**config.mk**
```make
export PLATFORM = sky130hd
export DESIGN_NAME = ftdi_fifo_ctrl
export DESIGN_NICKNAME = d
export VERILOG_FILES = /design/src/rtl/ftdi_ctrl_pkg.sv /design/src/rtl/ftdi_sync2.sv /design/src/rtl/ftdi_fifo_ctrl.sv
export SDC_FILE = /design/constraint.sdc
export NUM_CORES = 1
export LEC_CHECK = 0
export BUFFER_PORTS_ARGS = -buffer_cell sky130_fd_sc_hd__buf_2
export CAP_MARGIN = 20
export CORE_MARGIN = 5
export CORE_UTILIZATION = 35
export DETAILED_ROUTE_END_ITERATION = 6
export PLACE_DENSITY = 0.71
export RECOVER_POWER = 100
export SLEW_MARGIN = 20
export SYNTH_ARGS = -nofsm -noshare
export SYNTH_HDL_FRONTEND = slang
export SYNTH_SLANG_ARGS = --single-unit
```
**constraint.sdc**
```tcl
create_clock -name clk -period 2.1 [get_ports clk]
set_clock_uncertainty 0.15 [all_clocks]
set_input_delay 0.315 -clock clk [delete_from_list [all_inputs] [get_ports clk]]
set_output_delay 0.315 -clock clk [all_outputs]
set_load 0.02 [all_outputs]
```
**src/rtl/ftdi_ctrl_pkg.sv**
```systemverilog
// Shared types and constants for the FT245-style FTDI FIFO sequencer.
package ftdi_ctrl_pkg;

   typedef enum logic [2:0] {
      IDLE,
      RD_STROBE,
      WR_SETUP,
      WR_STROBE,
      GAP
   } state_e;

   localparam logic GRANT_RD = 1'b0;
   localparam logic GRANT_WR = 1'b1;

   localparam int BYTE_CNT_W = 32;

   function automatic int max3(input int a, input int b, input int c);
      int m;
      m = (a > b) ? a : b;
      return (m > c) ? m : c;
   endfunction

endpackage

```
**src/rtl/ftdi_sync2.sv**
```systemverilog
// Two-flop synchronizer for low-active FTDI status flags; resets to the
// inactive (high) level so nothing is requested while coming out of reset.
module ftdi_sync2 (
   input  logic clk,
   input  logic reset,
   input  logic d_i,
   output logic q_o
);

   logic meta_q;
   logic sync_q;

   // NOTE: sequential state always uses non-blocking assignments so every
   // flop samples the pre-edge value of its neighbours.
   always_ff @(posedge clk or negedge reset) begin
      if (!reset) begin
         meta_q <= 1'b1;
         sync_q <= 1'b1;
      end else begin
         meta_q <= d_i;
         sync_q <= meta_q;
      end
   end

   assign q_o = sync_q;

endmodule

```
**src/rtl/ftdi_fifo_ctrl.sv**
```systemverilog
// FT245-style FIFO port sequencer: round-robin read/write arbitration, strobe
// timing and rx/tx byte streams. Optional byte counters: FTDI_BYTE_CNT_EN.
module ftdi_fifo_ctrl
   import ftdi_ctrl_pkg::*;
#(
   parameter int DATA_W   = 8,
   parameter int RD_PULSE = 4,
   parameter int WR_PULSE = 4,
   parameter int TURN_GAP = 2
) (
   input  logic                  clk,
   input  logic                  reset,
   input  logic                  ftdi_rxf_n,
   input  logic                  ftdi_txe_n,
   input  logic [DATA_W-1:0]     ftdi_d_in,
   output logic                  ftdi_rd_n,
   output logic                  ftdi_wr_n,
   output logic                  ftdi_d_oe,
   output logic [DATA_W-1:0]     ftdi_d_out,
   output logic                  latch_en,
   output logic [DATA_W-1:0]     rx_data,
   output logic                  rx_valid,
   input  logic                  rx_ready,
   input  logic [DATA_W-1:0]     tx_data,
   input  logic                  tx_valid,
   output logic                  tx_ready
`ifdef FTDI_BYTE_CNT_EN
   ,
   output logic [BYTE_CNT_W-1:0] rx_count,
   output logic [BYTE_CNT_W-1:0] tx_count
`endif
);

   localparam int CNT_MAX = max3(RD_PULSE, WR_PULSE, TURN_GAP);
   localparam int CNT_W   = $clog2(CNT_MAX + 1);

   localparam logic [CNT_W-1:0] CNT_TOP  = CNT_W'(CNT_MAX);
   localparam logic [CNT_W-1:0] RD_LAST  = CNT_W'(RD_PULSE - 1);
   localparam logic [CNT_W-1:0] WR_LAST  = CNT_W'(WR_PULSE - 1);
   localparam logic [CNT_W-1:0] GAP_LAST = CNT_W'(TURN_GAP - 1);

   logic              rxf_s;
   logic              txe_s;
   state_e            state_q,      state_d;
   logic [CNT_W-1:0]  cnt_q,        cnt_d;
   logic              last_grant_q, last_grant_d;
   logic [DATA_W-1:0] d_out_q,      d_out_d;
   logic [DATA_W-1:0] rx_data_q;
   logic              rx_valid_q,   rx_valid_d;
   logic              rd_req;
   logic              wr_req;
   logic [CNT_W-1:0]  cnt_inc;

   ftdi_sync2 u_sync_rxf (
      .clk   (clk),
      .reset (reset),
      .d_i   (ftdi_rxf_n),
      .q_o   (rxf_s)
   );

   ftdi_sync2 u_sync_txe (
      .clk   (clk),
      .reset (reset),
      .d_i   (ftdi_txe_n),
      .q_o   (txe_s)
   );

   assign rd_req  = !rxf_s && !rx_valid_q;
   assign wr_req  = !txe_s && tx_valid;
   assign cnt_inc = (cnt_q == CNT_TOP) ? cnt_q : cnt_q + CNT_W'(1);

   // NOTE: every signal written here gets a default first, so no path can
   // leave one unassigned and infer a latch.
   always_comb begin
      state_d      = state_q;
      cnt_d        = cnt_q;
      last_grant_d = last_grant_q;
      d_out_d      = d_out_q;
      unique case (state_q)
         IDLE: begin
            if (rd_req && (!wr_req || last_grant_q == GRANT_WR)) begin
               state_d = RD_STROBE;
               cnt_d   = '0;
            end else if (wr_req) begin
               // Bus value is set up during WR_SETUP, ahead of the WR# fall.
               state_d = WR_SETUP;
               d_out_d = tx_data;
            end
         end
         RD_STROBE: begin
            if (cnt_q == RD_LAST) begin
               state_d      = GAP;
               cnt_d        = '0;
               last_grant_d = GRANT_RD;
            end else begin
               cnt_d = cnt_inc;
            end
         end
         WR_SETUP: begin
            state_d = WR_STROBE;
            cnt_d   = '0;
         end
         WR_STROBE: begin
            if (cnt_q == WR_LAST) begin
               state_d      = GAP;
               cnt_d        = '0;
               last_grant_d = GRANT_WR;
            end else begin
               cnt_d = cnt_inc;
            end
         end
         GAP: begin
            if (cnt_q == GAP_LAST) begin
               state_d = IDLE;
               cnt_d   = '0;
            end else begin
               cnt_d = cnt_inc;
            end
         end
         default: begin
            state_d = IDLE;
            cnt_d   = '0;
         end
      endcase
   end

   // Strobes decode straight from state so an async reset releases them at once.
   assign ftdi_rd_n  = (state_q != RD_STROBE);
   assign ftdi_wr_n  = (state_q != WR_STROBE);
   assign ftdi_d_oe  = (state_q == WR_SETUP) || (state_q == WR_STROBE) ||
                       ((state_q == GAP) && (cnt_q == '0) && (last_grant_q == GRANT_WR));
   assign ftdi_d_out = d_out_q;
   assign latch_en   = (state_q == RD_STROBE) && (cnt_q == RD_LAST);
   assign tx_ready   = (state_q == WR_SETUP) && tx_valid;
   assign rx_data    = rx_data_q;
   assign rx_valid   = rx_valid_q;

   always_comb begin
      rx_valid_d = rx_valid_q;
      if (latch_en) begin
         rx_valid_d = 1'b1;
      end else if (rx_valid_q && rx_ready) begin
         rx_valid_d = 1'b0;
      end
   end

   always_ff @(posedge clk or negedge reset) begin
      if (!reset) begin
         state_q      <= IDLE;
         cnt_q        <= '0;
         last_grant_q <= GRANT_WR;
         d_out_q      <= '0;
         rx_data_q    <= '0;
         rx_valid_q   <= 1'b0;
      end else begin
         state_q      <= state_d;
         cnt_q        <= cnt_d;
         last_grant_q <= last_grant_d;
         d_out_q      <= d_out_d;
         rx_valid_q   <= rx_valid_d;
         if (latch_en) begin
            rx_data_q <= ftdi_d_in;
         end
      end
   end

`ifdef FTDI_BYTE_CNT_EN
   logic [BYTE_CNT_W-1:0] rx_cnt_q;
   logic [BYTE_CNT_W-1:0] tx_cnt_q;

   always_ff @(posedge clk or negedge reset) begin
      if (!reset) begin
         rx_cnt_q <= '0;
         tx_cnt_q <= '0;
      end else begin
         if (latch_en) rx_cnt_q <= rx_cnt_q + BYTE_CNT_W'(1);
         if (tx_ready) tx_cnt_q <= tx_cnt_q + BYTE_CNT_W'(1);
      end
   end

   assign rx_count = rx_cnt_q;
   assign tx_count = tx_cnt_q;
`endif

endmodule

```
==> metrics.md, run 1 <==
| Metric | Value |
|---|---|
| DRT iter0 DRCs | `16` |
| Clk_lat worst skew | `0.32 ns` |
| Placed cells | `approximately 180` |
| Fraction of layout cells with a size suffix above 1 | `approximately two fifths` |
| Cells after synthesis | `93` |
| Worst path bufs/invs | `2` |
| Post-synth top cells | `dfrtp_1 (23), mux2_2 (18), inv_1 (8)` |
| Multiplexer share of the synthesized area | `16.5%` |
| Dpl hpwl | `between 1500 and 2000 um` |
| Final Hold Vio Count | `0` |
| Final setup violation count | `0` |
| CP Capture Type | `output port` |
| Min-delay worst type | `input port to flop` |
| P_leak | `0.000706 uW` |
| Critical Path Most Common Cell | `ha_1` |
| Largest family of logic cells by synthesized area | `multiplexers` |
| GP Congestion | `0.721` |
| Effective utilization at floorplan | `36.5%` |
| Setup WS pre-CTS | `0.249 ns` |
| Reg2reg path depth | `4` |
| Syn avg cell area | `13.2 um2` |
| First-pass GRT wire length | `4600 um` |
| Pin count of the biggest net entering global routing | `29` |
| DRT Wirelength | `2680 um` |
| Drt via density | `4.70` |
| CP Cell Sequence | `ha_1, ha_1, inv_2, nor2_4, clkbuf_2` |
| Flop pwr share | `41.0%` |
| PnR worst setup slack | `0.122 ns` |
| GRT Util Overall | `11.4%` |
| Number of diodes | `0` |
| Compound-Gate Fraction of Synth Area | `9.07%` |
| Core ar. | `3360 um2` |
| Clock share of power | `11.4%` |
| CTS Root Buffer Type | `clkbuf_4` |
| CTS sink count | `28` |
| Status | `completed` |
| DR DRC count | `0` |
| Die Ht | `69.2 um` |
| Pwr Density | `1480 nW/um2` |
| CP Launch Type | `flop` |
| Routed via count | `897` |
| Final layout net count | `172` |
| Die area | `4790 um2` |
| Netlist cell types | `28` |
| Cell area after layout | `1560 um2` |
| Post-synth top area cell | `dfrtp_1` |
| Post-synth EDFFs | `0` |
| P_sw | `approximately 1000 uW` |
| Worst-path clk slew | `0.15 ns` |
| Syn_nets | `119` |
| Area after DPL | `~1500 um2` |
| CTS tree | `yes` |
| GRT overflow | `0` |
| Ys Warns | `0` |
| Max cap viols | `0` |
| Most common cell in the synthesized netlist | `dfrtp_1` |
| Seq/Total Area, Yosys | `57.6%` |
| Final setup TNS | `0 ns` |
| Final critical-path required period | `1.98 ns` |
| Rows | `21` |
| Async SR Flop Fraction | `100%` |
| Register Area | `707 um2` |
| Fin. max-slew vios | `0` |
| Rel. slew slack | `55.2%` |
| CTS max path bufs | `2` |
| Port bufs | `between 40 and 50` |
| Filler Cell Count | `359` |
| Cell area after synthesis | `1230 um2` |
| Post-Layout Cell Count | `191` |
| CP max-delay cell | `dfrtp_1` |
| Required time worst endpoint | `between 1.5 and 2 ns` |
| Hold_ws | `0.0602 ns` |
| CP Class | `flop to output port` |
| Max incr delay on CP | `around 0.44 ns` |
| Critical path's top delay family | `adder cells` |
| Worst-path fanout max | `4` |
| Synth Register Bits | `28` |
| H-tree depth | `1` |
| First-pass DRT Iterations | `4` |
| Die W | `69.2 um` |
| Detail Route Antenna Nets | `0` |
| Wire length per cell | `around 14 um` |
| Post-synthesis xor/xnor area fraction | `0%` |
| Maximum vdd drop | `0.773 mV` |
| Slew @ Worst Pin | `0.673 ns` |
| Initial antenna violation count | `0` |
| Internal power | `1330 uW` |
| Logic pwr share | `47.6%` |
| Synth Area in Adders | `4.08%` |
| RSZ-0062 raised after global routing | `no` |
| Period utilization | `94.2%` |
| Synth top area share | `46.9%` |
| Hold depth | `2` |
| Fraction of the mapped netlist area in simple logic gates | `9.48%` |
| Critical path depth in cells | `5` |
| Net Sw Frac | `42.3%` |
| CTS buffer count | `3` |
| Vias in the first global route | `971` |
| Max frequency | `0.505 GHz` |
| Primary FF master, synth | `dfrtp_1` |
| Synth top area cells | `dfrtp_1 (47%), mux2_2 (17%), dfstp_2 (11%)` |
| Area Growth Syn to Fin | `27.1%` |
| Multi-input gate area | `478 um2` |
| Critical path arrival | `1.51 ns` |
| IO Count | `44` |
[state kept, by name, summed over array words and instances, names as in the netlist]
name	cells
cnt_q	3
u_sync_rxf.meta_q	1
u_sync_rxf.q_o	1
ftdi_d_out	8
state_q	3
rx_valid	1
rx_data	8
u_sync_txe.q_o	1
last_grant_q	1
u_sync_txe.meta_q	1
[timing repair]
item                       CTS  global route
hold buffers                 4             0
setup endpoints to repair    2             2
gates resized for setup      1             3
hold endpoints to repair    26             0
setup buffers                1             1
pin swaps                    1             0
[stage by stage]
stage / util (%) / power [uW]
finish: 46.4 / 2300
global route: 46.4 / 2490
CTS: 47.1 / 2350
detailed placement: 44.5 / 2080
global placement: 44.5 / 2020
floorplan: - / 1710
[layout make-up]
cell class | instances | share of cell area, %
multi-input cells | 55 | 30.6
repair buffers | 50 | 16.1
flip-flops and latches | 28 | 45.3
inverters | 8 | 1.92
well taps | 46 | 3.69
clock buffers | 4 | 2.33
[power by group through the flow]
stage          clock network [uW]  registers, uW  logic [uW]
5_1_grt                       298            983        1210
6_report                      262            946        1100
2_1_floorplan                   0           1110         599
3_5_place_dp                    0            944        1130
4_1_cts                       265            935        1150
3_3_place_gp                    0            925        1090
[metal layers]
| layer | vias to the layer above | part of all wire, % | GRT usage [%] |
|---|---|---|---|
| li1 | 439 | - | - |
| met2 | 21 | 53 | 19.8 |
| met5 | - | 0 | 0 |
| met3 | 2 | 5.1 | 2.61 |
| met4 | 0 | 0.30 | 2.17 |
| met1 | 435 | 41 | 14.7 |
[logic make-up (layout without fill, tap and decap cells)]
kind of cell | Yosys count | after routing
compound gates | 15 | 15
fa+ha+maj | 4 | 4
buf+inv | 10 | 62
flops | 28 | 28
mux | 18 | 18
simple gates | 18 | 18
[path summary, 6_finish.rpt]
check / startpoint / end / slack, ns
worst max register to register: u_sync_rxf.q_o / ftdi_d_out[6] / 0.18
min in group asynchronous: reset / rx_data[3] / 0.40
worst min register to register: u_sync_txe.meta_q / u_sync_txe.q_o / 0.22
worst max-delay path: cnt_q[0] / latch_en / 0.12
worst min-delay path: ftdi_d_in[7] / rx_data[7] / 0.06
max in group asynchronous: reset / cnt_q[1] / 0.97
[cell usage in the layout, fill, tap and decap left out]
cell type,n
dfrtp_1,23
buf_2,20
clkbuf_1,19
mux2_2,18
inv_1,7
clkbuf_2,5
dlygate4sd3_1,4
dfstp_2,4
nand3_1,3
a21oi_1,3
nor2_1,3
ha_1,3
clkbuf_4,3
nand2_1,2
nor2_4,2
nor4_1,2
nor3b_1,2
a2bb2oi_1,2
buf_4,2
nand4b_1,1
o21ai_0,1
inv_2,1
nand2b_1,1
a31oi_1,1
o41ai_1,1
nor3_1,1
o311a_1,1
a211o_1,1
a31o_2,1
a21o_1,1
o32ai_1,1
nand3b_1,1
o22ai_1,1
a22o_1,1
ha_2,1
clkbuf_8,1
dfstp_1,1
No activity file was read; power rests on OpenSTA's default activity.
==> inputs of run 2 (changes only) <==
--- a/config.mk
+++ b/config.mk
@@ -5,13 +5,15 @@
 export SDC_FILE = /design/constraint.sdc
 export NUM_CORES = 1
 export LEC_CHECK = 0
-export BUFFER_PORTS_ARGS = -buffer_cell sky130_fd_sc_hd__buf_2
 export CAP_MARGIN = 20
 export CORE_MARGIN = 5
 export CORE_UTILIZATION = 35
 export DETAILED_ROUTE_END_ITERATION = 6
-export PLACE_DENSITY = 0.71
+export DONT_BUFFER_PORTS = 1
+export HOLD_SLACK_MARGIN = 0.12
+export PLACE_DENSITY = 0.6
 export RECOVER_POWER = 100
+export REMOVE_ABC_BUFFERS = 1
 export SLEW_MARGIN = 20
 export SYNTH_ARGS = -nofsm -noshare
 export SYNTH_HDL_FRONTEND = slang
==> metrics.md, run 2 (same netlist as run 1, synthesis figures left out) <==
| Metric | Value |
|---|---|
| CTS buffer count | `3` |
| Max frequency | `0.498 GHz` |
| Drt via density | `4.96` |
| IO Count | `44` |
| DRT iter0 DRCs | `27` |
| RSZ-0062 raised after global routing | `no` |
| Initial antenna violation count | `0` |
| Wire length per cell | `15.5 um` |
| Critical Path Most Common Cell | `ha_1` |
| Final Hold Vio Count | `0` |
| Rel. slew slack | `18.5%` |
| Worst-path fanout max | `4` |
| Max cap viols | `0` |
| H-tree depth | `1` |
| Core ar. | `approximately 3400 um2` |
| Die Ht | `69.2 um` |
| Post-Layout Cell Count | `168` |
| Clk_lat worst skew | `0.32 ns` |
| # resized after CTS | `0` |
| DRT Wirelength | `~2600 um` |
| Vias in the first global route | `930` |
| Placed cells | `about 140` |
| Effective utilization at floorplan | `between 30% and 40%` |
| P_leak | `0.000679 uW` |
| Fraction of layout cells with a size suffix above 1 | `about 28%` |
| Critical Path Source | `cnt_q[0]` |
| Critical path arrival | `between 1.5 and 2 ns` |
| Rows | `21` |
| Critical path's top delay family | `flip-flops` |
| CP Launch Type | `flop` |
| Fin. max-slew vios | `0` |
| R2R setup slack | `0.16 ns` |
| Min-delay worst type | `flop to flop` |
| Reg2reg start | `u_sync_rxf.q_o` |
| CP Cell Sequence | `ha_1, ha_1, inv_1, nor2_4, clkbuf_2` |
| CTS tree | `yes` |
| Finished Core Util | `45.9%` |
| Die area | `4790 um2` |
| CTS max path bufs | `2` |
| Min-delay src | `u_sync_txe.meta_q` |
| GRT overflow | `0` |
| Slew @ Worst Pin | `1.22 ns` |
| DR DRC count | `0` |
| Final critical-path required period | `~2 ns` |
| Maximum vdd drop | `0.684 mV` |
| Max incr delay on CP | `around 0.45 ns` |
| Number of diodes | `0` |
| Final setup TNS | `0 ns` |
| Dpl hpwl | `1930 um` |
| Pin count of the biggest net entering global routing | `29` |
| CP max-delay cell | `dfrtp_1` |
| Die W | `a little under 70 um` |
| Area Growth Syn to Fin | `25.9%` |
| Required time worst endpoint | `~1.6 ns` |
| CP Class | `flop to output port` |
| Worst-path clk slew | `0.14 ns` |
| Worst path bufs/invs | `2` |
| GP Congestion | `~0.80` |
| Routed via count | `833` |
| Detail Route Antenna Nets | `0` |
| First-pass DRT Iterations | `4` |
| Port bufs | `0` |
| CTS sink count | `28` |
| CP Capture Type | `output port` |
| Final layout net count | `~150` |
| CTS Root Buffer Type | `clkbuf_4` |
| Leading cell types in the layout, fill and taps excluded | `dfrtp_1 (23), dlygate4sd3_1 (20), mux2_2 (18), inv_1 (8), dfstp_2 (5)` |
| GRT Util Overall | `11.2%` |
| Leading cell type in the layout, fill and taps excluded | `dfrtp_1` |
| Period utilization | `95.5%` |
| Final setup violation count | `0` |
| First-pass GRT wire length | `4440 um` |
| Pwr Density | `1410 nW/um2` |
| Status | `completed` |
run 2: worst reg2reg max path, stage by stage, from the launching register on:
cell	delay, ns
dfstp_2	0.57
nor2_1	0.05
a211o_1	0.32
nand3b_1	0.37
mux2_2	0.38
run 2: final cells by class:
class | instances | area, um2
clock buffers | 4 | 36.3
repair buffers | 27 | 246
multi-input cells | 55 | 468
flip-flops and latches | 28 | 707
fillers | 339 | 1820
well taps | 46 | 57.6
inverters | 8 | 30.0
run 2: path summary, 6_finish.rpt:
check,endpoint,cells past startpoint
worst min register to register,u_sync_txe.q_o,0
max in group asynchronous,ftdi_d_out[0],2
worst max-delay path,latch_en,5
worst max register to register,ftdi_d_out[7],4
worst min-delay path,u_sync_txe.q_o,0
min in group asynchronous,state_q[1],2
run 2: what timing repair did:
item,4_1_cts,5_1_grt
hold buffers,21,0
hold endpoints to repair,47,0
endpoints found under the setup margin,1,0
setup buffers,1,0
run 2: where the power goes:
part	switching, uW	total [uW]	internal (uW)	leakage [uW]
Clock	147	253	106	0.0000210
Sequential	399	1170	773	0.000335
Combinational	377	753	376	0.000323
run 2: per-stage QoR:
step,hold slack (ns),worst slack [ns],instance area [um2],total power [uW]
after floorplan,-0.131,0.183,1220,1700
after global placement,-0.129,0.370,1310,1870
after detailed placement,-0.129,0.246,1310,1920
after CTS,0.218,0.0893,1580,2230
after global routing,0.228,0.0240,1550,2320
final,0.217,0.0938,1550,2180
run 2: metal layers:
metal	share of wire (%)	global-route usage, %	vias up
met5	0	0	-
met4	0.81	3.25	0
met2	53	20.3	31
li1	-	-	392
met1	39	12.7	406
met3	7.2	2.90	4
